## config.mk

```make
export PLATFORM = sky130hd
export DESIGN_NAME = demux4_deser
export DESIGN_NICKNAME = d
export VERILOG_FILES = /design/src/rtl/demux_pkg.sv /design/src/rtl/demux_slot_ctr.sv /design/src/rtl/demux4_deser.sv
export SDC_FILE = /design/constraint.sdc
export NUM_CORES = 1
export LEC_CHECK = 0
export CAP_MARGIN = 10
export CORE_AREA = 5 5 42 44
export DETAILED_ROUTE_END_ITERATION = 12
export DIE_AREA = 0 0 47 49
export GPL_TIMING_DRIVEN = 1
export PLACE_DENSITY = 0.72
export SYNTH_ARGS = -nofsm -noshare
export SYNTH_HDL_FRONTEND = slang
export SYNTH_SLANG_ARGS = --single-unit
```

## constraint.sdc

```tcl
create_clock -name clk -period 3.5 [get_ports clk]
set_clock_uncertainty 0.15 [all_clocks]
set_input_delay 0.7 -clock clk [delete_from_list [all_inputs] [get_ports clk]]
set_output_delay 0.7 -clock clk [all_outputs]
set_load 0.1 [all_outputs]
```

## src/rtl/demux_pkg.sv

```systemverilog
// Shared constants and types for the 1-to-4 lane demultiplexer/deserializer.
package demux_pkg;

  localparam int LANES  = 4;
  localparam int SLOT_W = 2;

  typedef logic [SLOT_W-1:0] slot_t;

  localparam slot_t SLOT_FIRST = 2'd0;
  localparam slot_t SLOT_LAST  = 2'd3;

endpackage

```

## src/rtl/demux_slot_ctr.sv

```systemverilog
// Wrapping slot counter: advances on accepted samples, sync forces slot 0.
module demux_slot_ctr
  import demux_pkg::*;
(
  input  logic  clk,
  input  logic  rst_n,
  input  logic  adv,
  input  logic  sync,
  output slot_t slot,
  output slot_t wr_slot,
  output logic  last,
  output logic  partial
);

  // A sync sample always lands in lane 0, whatever the counter says.
  assign wr_slot = sync ? SLOT_FIRST : slot;
  assign last    = adv && !sync && (slot == SLOT_LAST);
  assign partial = sync && (slot != SLOT_FIRST);

  always_ff @(posedge clk or negedge rst_n) begin
    if (!rst_n) begin
      slot <= SLOT_FIRST;
    end else if (adv) begin
      slot <= wr_slot + 2'd1;
    end else if (sync) begin
      slot <= SLOT_FIRST;
    end
  end

endmodule

```

## src/rtl/demux4_deser.sv

```systemverilog
// Serial-to-parallel 1:4 demultiplexer restoring mux lane order onto a
// valid/ready output register.
module demux4_deser
  import demux_pkg::*;
#(
  parameter int WIDTH = 1
) (
  input  logic                              clk,
  input  logic                              rst_n,
  input  logic [WIDTH-1:0]                  din,
  input  logic                              in_valid,
  input  logic                              sync,
  output logic [0:LANES-1][WIDTH-1:0]       dout,
  output logic                              out_valid,
  input  logic                              out_ready,
  output slot_t                             slot,
  output logic                              frame_err,
  output logic                              overrun
);

  slot_t                        wr_slot;
  logic                         last;
  logic                         partial;
  logic                         free;
  logic [WIDTH-1:0]             shadow_p0 [0:LANES-1];
  logic [0:LANES-1][WIDTH-1:0]  word_p0;

  demux_slot_ctr u_slot_ctr (
    .clk     (clk),
    .rst_n   (rst_n),
    .adv     (in_valid),
    .sync    (sync),
    .slot    (slot),
    .wr_slot (wr_slot),
    .last    (last),
    .partial (partial)
  );

  // Stage p0: lane capture; the slot-3 sample bypasses the shadow.
  always_ff @(posedge clk) begin
    if (in_valid) begin
      shadow_p0[wr_slot] <= din;
    end
  end

  assign word_p0 = {shadow_p0[0], shadow_p0[1], shadow_p0[2], din};
  assign free    = !out_valid || out_ready;

  // Stage p1: output register and handshake.
  always_ff @(posedge clk or negedge rst_n) begin
    if (!rst_n) begin
      dout      <= '0;
      out_valid <= 1'b0;
      frame_err <= 1'b0;
      overrun   <= 1'b0;
    end else begin
      frame_err <= partial;
      overrun   <= last && !free;
      if (last && free) begin
        dout      <= word_p0;
        out_valid <= 1'b1;
      end else if (out_ready) begin
        out_valid <= 1'b0;
      end
    end
  end

endmodule

```

==> metrics.yaml, run 1 <==
synthesis:
  ys_top_cells_by_count: "dfrtp_1 (9), mux2_2 (4), edfxtp_1 (3), nand2b_1 (3)"
  syn_nets: 41
  yosysWarningCount: 0
  async_flop_share_pct: 75.00
  synth_most_common_cell: "dfrtp_1"
  yosysUniqueCellTypes: 15
  netlist_area_um2: 505.5
  synthFlopType: "dfrtp_1"
  yosys.area.top_type: "dfrtp_1"
  syn_area_per_cell_um2: 15.32
  seq_area_frac_synth_pct: 62.38
  synth_area_leaders: "dfrtp_1 (45%), edfxtp_1 (18%), mux2_2 (8.9%), ha_1 (5.0%), nand4b_4 (4.7%)"
  netlist_instances: 33
  synth.top_cell.area_share_pct: 44.55
  synth_edf_count: 3
  ys_ff_latch: 12
floorplan:
  die-area_um2: 2303
  design.portCount: 15
  coreArea_um2: 1401
  start_util_pct: 36.07
  rows: 14
  die_width_um: 47
  fp.dieH_um: 49
power:
  powerDensity_nw_per_um2: 863.1
  power_mw: 0.5777
  ir_worst_vdd_mv: 0.2798
  cellLeakagePower_nw: 0.3324
clock_tree:
  cts_buffer_depth: 2
  htreeDepth: 1
  root_buffer: "clkbuf_4"
  cts_setup_buffers: 0
  hold_buffers: 0
  cts_sinks: 12
  cts_made_buffers: 3
  insertion_delay_ns: 0.26
  cts_tree: "built"
  post_cts_resized: 0
  path_clk_slew_ns: 0.07
setup_path:
  worstReg2RegEnd: "shadow_p0[1]"
  crit_fanout: 6
  crit_path_end_kind: "flop"
  arrival_ns: 2.01
  rrSetupSlack_ns: 2.11
  r2r-start: "u_slot_ctr.slot[0]"
  path_class: "primary input to flop"
  startpoint_type: "primary input"
  reg2reg_depth: 4
  worst_ep_required_time_ns: 3.49
cells_and_area:
  antennaDiodeCount: 0
  syn_to_final_growth_pct: 32.43
  num-fill-cells: 141
  fin_nets: 60
  drive_above_1_share_pct: 41.18
  final_util_pct: 47.77
routing:
  wl_per_cell_um: 11.15
  dr.pass1.iters: 1
  vias: 285
  drc: 0
  drt-vias-per-instance: 4.254
  ant_nets: 0
  drt_first_iter_violations: 0
  routed_wl_um: 747
worst_hold_path:
  hold-path-endpoint: "dout[2]"
  min_path_cells: 1
  hp-class: "flop to flop"
  min_from: "shadow_p0[1]"
timing:
  slew_headroom_pct: 73.54
  setup_tns_ns: 0
  period_needed_ns: 2.015
  worstMarginPinSlew_ns: 0.3956
  finalMaxSlewViolations: 0
  max_freq_ghz: 0.4963
  final-hold-violation-count: 0
  rsz0062_at_grt: "false"
  setup_viol: 0
  setup_slack_ns: 1.485
  post-route-period-util_pct: 57.57
placed_design:
  port_buffers: 14
  hpwlAfterDp_um: 635.4
  preCtsSetupSlack_ns: 1.195
  place_congestion: 0.6965
global_route:
  overflow: 0
  grt_pass1_vias: 323
  grt_max_degree: 10
  grt_pass1_wl_mm: 1.359
  grtUsageTotal_pct: 8.447
  antenna_found_initial: 0
run_status:
  status: "completed"
flow_run:
  maxCapViolCount: 0
-- report_power, final --
group / switching, mW / leakage [nW] / internal, mW / total [mW]
Sequential: 0.0175 / 0.143 / 0.173 / 0.191
Clock: 0.0403 / 0.0150 / 0.0440 / 0.0843
Combinational: 0.238 / 0.175 / 0.0647 / 0.303
-- worst max-delay path: stages --
cell and delay (ns):
clkdlybuf4s50_1 0.62, nand4b_4 0.15, nor2b_4 0.18, mux2_2 0.35
-- metrics by stage --
| stage | cells | hold slack (ns) | instance area (um2) |
|---|---|---|---|
| finish | 67 | 0.3316 | 669.4 |
| global route | 67 | 0.3560 | 669.4 |
| floorplan | 33 | 0.2544 | 505.5 |
| CTS | 67 | 0.3357 | 669.4 |
| global placement | 63 | 0.3108 | 643.1 |
| detailed placement | 63 | 0.3188 | 643.1 |
-- worst max path at each step --
stage | start | to | slack (ns) | depth (start not counted)
4_1_cts | in_valid | dout[0] | 1.48 | 4
2_1_floorplan | u_slot_ctr.slot[0] | shadow_p0[2] | 1.50 | 3
6_report | in_valid | dout[3] | 1.48 | 4
5_1_grt | in_valid | dout[0] | 1.44 | 4
3_5_place_dp | in_valid | dout[3] | 1.20 | 4
3_3_place_gp | in_valid | dout[2] | 1.23 | 4
-- metal layers --
| metal | vias to the layer above | wire, um | share of wire [%] | global-route usage, % |
|---|---|---|---|---|
| li1 | 147 | - | - | - |
| met1 | 128 | 294 | 39 | 9.954 |
| met2 | 10 | 364 | 49 | 12.22 |
| met3 | 0 | 88 | 12 | 4.428 |
| met4 | 0 | 0 | 0 | 4.147 |
| met5 | - | 0 | 0 | 0 |
-- cells by family (layout without fill, tap and decap cells) --
| group | Yosys count | in the layout | synth area share, % |
|---|---|---|---|
| flip-flops | 12 | 12 | 62.38 |
| AND/OR/NAND/NOR | 10 | 10 | 17.08 |
| multiplexers | 5 | 5 | 10.89 |
| adder cells (fa/ha/maj) | 2 | 2 | 4.950 |
| buffers and inverters | 2 | 20 | 1.486 |
| AO/OA/AOI/OAI | 1 | 1 | 1.486 |
| XOR/XNOR | 1 | 1 | 1.733 |
-- registers in the layout, summed over array words and instances (netlist names) --
name             count
frame_err            1
overrun              1
out_valid            1
dout                 4
shadow_p0            3
u_slot_ctr.slot      2
-- layout make-up --
type / instances / area [um2] / share of cell area, %
sequential: 12 / 315.3 / 47.10
multi-input combinational: 19 / 182.7 / 27.29
timing repair buffer: 14 / 117.6 / 17.57
clock buffer: 4 / 26.28 / 3.925
tap: 16 / 20.02 / 2.991
inverter: 2 / 7.507 / 1.121
-- cell usage in the layout (no fill, tap or decap) --
cell / n
ha_1: 2
clkbuf_1: 1
buf_4: 9
mux2i_1: 1
edfxtp_1: 3
nor2_1: 1
mux2_2: 4
nand2b_1: 3
dfrtp_1: 9
and2_2: 2
nand2_1: 1
and3_2: 1
xnor2_1: 1
nor2b_4: 1
clkdlybuf4s50_1: 5
o21a_1: 1
clkbuf_4: 3
inv_1: 2
nand4b_4: 1
(Power assumes the default switching activity.)
==> run 2, diff against run 1 <==
==> constraint.sdc (replaced) <==
create_clock -name clk -period 2 [get_ports clk]
set_clock_uncertainty 0.15 [all_clocks]
set_input_delay 0.4 -clock clk [delete_from_list [all_inputs] [get_ports clk]]
set_output_delay 0.4 -clock clk [all_outputs]
set_load 0.1 [all_outputs]
==> run 2 against run 1 <==
Against the previous run:
- hold slack worse by 0.058 ns
- global-route usage down 0.45 points
- design area up 18%
- flip-flop and latch count unchanged
- critical path depth up 1
- count of clock-buffer cells in the layout unchanged
- combinational power up 120%
- clock power up 80%
- first-iteration DRC count up 2
- cell count up 1.5%
- largest power group unchanged
==> metrics.yaml, run 2 (same netlist as run 1, synthesis figures left out) <==
timing:
  finalMaxSlewViolations: 0  # unchanged
  final-hold-violation-count: 0  # unchanged
  max_freq_ghz: 0.6132
  post-route-period-util_pct: 81.54
  worstMarginPinSlew_ns: 0.4083  # +0.01265 ns
  setup_slack_ns: 0.3691  # -1.116 ns
  hold_slack_ns: 0.2732  # -0.05844 ns
  slew_headroom_pct: 72.69  # -0.85 points
  period_needed_ns: 1.631
  setup_tns_ns: 0  # unchanged
  setup_viol: 0  # unchanged
  rsz0062_at_grt: "false"
cells_and_area:
  top_register: "dout"
  final_util_pct: 56.43  # +8.7 points
  mostFrequentLayoutCells: "buf_12 (9), dfrtp_1 (8), clkdlybuf4s50_1 (5), mux2_2 (4)"
  drive_above_1_share_pct: 44.23  # +3.1 points
  num-fill-cells: 128  # -9.2%
  final_common_cell: "buf_12"
  largestRegisters: "dout: 4 flops, shadow_p0: 3 flops, u_slot_ctr.slot: 2 flops"
  syn_to_final_growth_pct: 56.44
  final_area_um2: 790.8  # +18%
  largest_register_ffs: 4  # unchanged
  antennaDiodeCount: 0  # unchanged
  fin_nets: 61  # +1.7%
setup_path:
  crit_path_end_kind: "flop"
  path_class: "primary input to flop"
  crit_fanout: 4  # -2
  arrival_ns: 1.52  # -0.49 ns
  startpoint_type: "primary input"
  worst_ep_required_time_ns: 1.89  # -1.60 ns
clock_tree:
  root_buffer: "clkbuf_4"
  path_clk_slew_ns: 0.07  # about the same
  cts_setup_buffers: 0  # unchanged
  htreeDepth: 1  # unchanged
  cts_tree: "built"
  cts_buffer_depth: 2  # unchanged
  post_cts_resized: 0  # unchanged
  cts_sinks: 12  # unchanged
  hold_buffers: 0  # unchanged
  cts_made_buffers: 3  # unchanged
  insertion_delay_ns: 0.27  # about the same
routing:
  drt_first_iter_violations: 2  # +2
  dr.pass1.iters: 3  # +2
  routed_wl_um: 778  # +4.1%
  ant_nets: 0  # unchanged
  vias: 305  # +7.0%
  drt-vias-per-instance: 4.485  # +5.4%
  wl_per_cell_um: 11.44  # +2.6%
  drc: 0  # unchanged
power:
  ir_worst_vdd_mv: 0.9451  # +240%
  cellLeakagePower_nw: 0.3695  # +11%
  powerDensity_nw_per_um2: 1474  # +71%
global_route:
  overflow: 0  # unchanged
  grt_max_degree: 10  # unchanged
  grt_pass1_vias: 286  # -11%
  antenna_found_initial: 0  # unchanged
  grtUsageTotal_pct: 7.994  # -0.45 points
  grt_pass1_wl_mm: 1.248  # -8.2%
floorplan:
  die-area_um2: 2303  # unchanged
  rows: 14  # unchanged
  coreArea_um2: 1401  # unchanged
  start_util_pct: 36.07  # unchanged
  fp.dieH_um: 49  # unchanged
  design.portCount: 15  # unchanged
  die_width_um: 47  # unchanged
worst_hold_path:
  hp-class: "primary input to async pin"
placed_design:
  port_buffers: 14  # unchanged
  placed_area_um2: 764.5  # +19%
  place_congestion: 0.7030  # +0.93%
  preCtsSetupSlack_ns: 0.07347  # -1.122 ns
flow_run:
  maxCapViolCount: 0  # unchanged
run_status:
  status: "completed"
[run 2: cell types whose count changed in the layout (fill, tap and decap cells not counted), sizes merged]
cell | before | now
buf | 9 | 10
[run 2: area by class of cell]
type | count | area (um2) | area share, %
Clock buffer | 4 | 26.28 | 3.323
Inverter | 2 | 7.507 | 0.9494
Multi-Input combinational cell | 19 | 182.7 | 23.10
Sequential cell | 12 | 316.6 | 40.03
Tap cell | 16 | 20.02 | 2.532
Timing Repair Buffer | 15 | 237.7 | 30.06
[run 2: path summary, 6_finish.rpt]
kind	startpoint	end	slack, ns	depth (start not counted)
setup / recovery	sync	shadow_p0[1]	0.37	5
hold / removal	rst_n	dout[2]	0.27	1
setup reg to reg	u_slot_ctr.slot[1]	dout[2]	0.55	3
hold reg to reg	shadow_p0[0]	dout[3]	0.33	1
max in group asynchronous	rst_n	u_slot_ctr.slot[0]	1.11	1
min in group clk	shadow_p0[0]	dout[3]	0.33	1
[run 2: worst max-delay path, stage by stage]
cell	delay (ns)
clkdlybuf4s50_1	0.50
nand2b_1	0.20
inv_1	0.06
ha_1	0.18
and2_2	0.18
[run 2: layer usage]
metal / GRT usage, % / up-vias / wire (um)
met4: 5.530 / 0 / 22
met3: 3.321 / 2 / 75
met1: 9.174 / 140 / 305
met2: 11.54 / 12 / 375
met5: 0 / - / 0
li1: - / 151 / -
[run 2: power by group]
group | total [mW] | switching (mW) | internal (mW)
registers | 0.362 | 0.0574 | 0.304
logic | 0.652 | 0.414 | 0.238
clock network | 0.152 | 0.0744 | 0.0772
total | 1.17 | 0.546 | 0.620
[run 2: stage by stage]
stage | instances | total power, mW
2_1_floorplan | 33 | 0.7559
3_3_place_gp | 64 | 1.018
3_5_place_dp | 64 | 1.027
4_1_cts | 68 | 1.182
5_1_grt | 68 | 1.211
6_report | 68 | 1.166
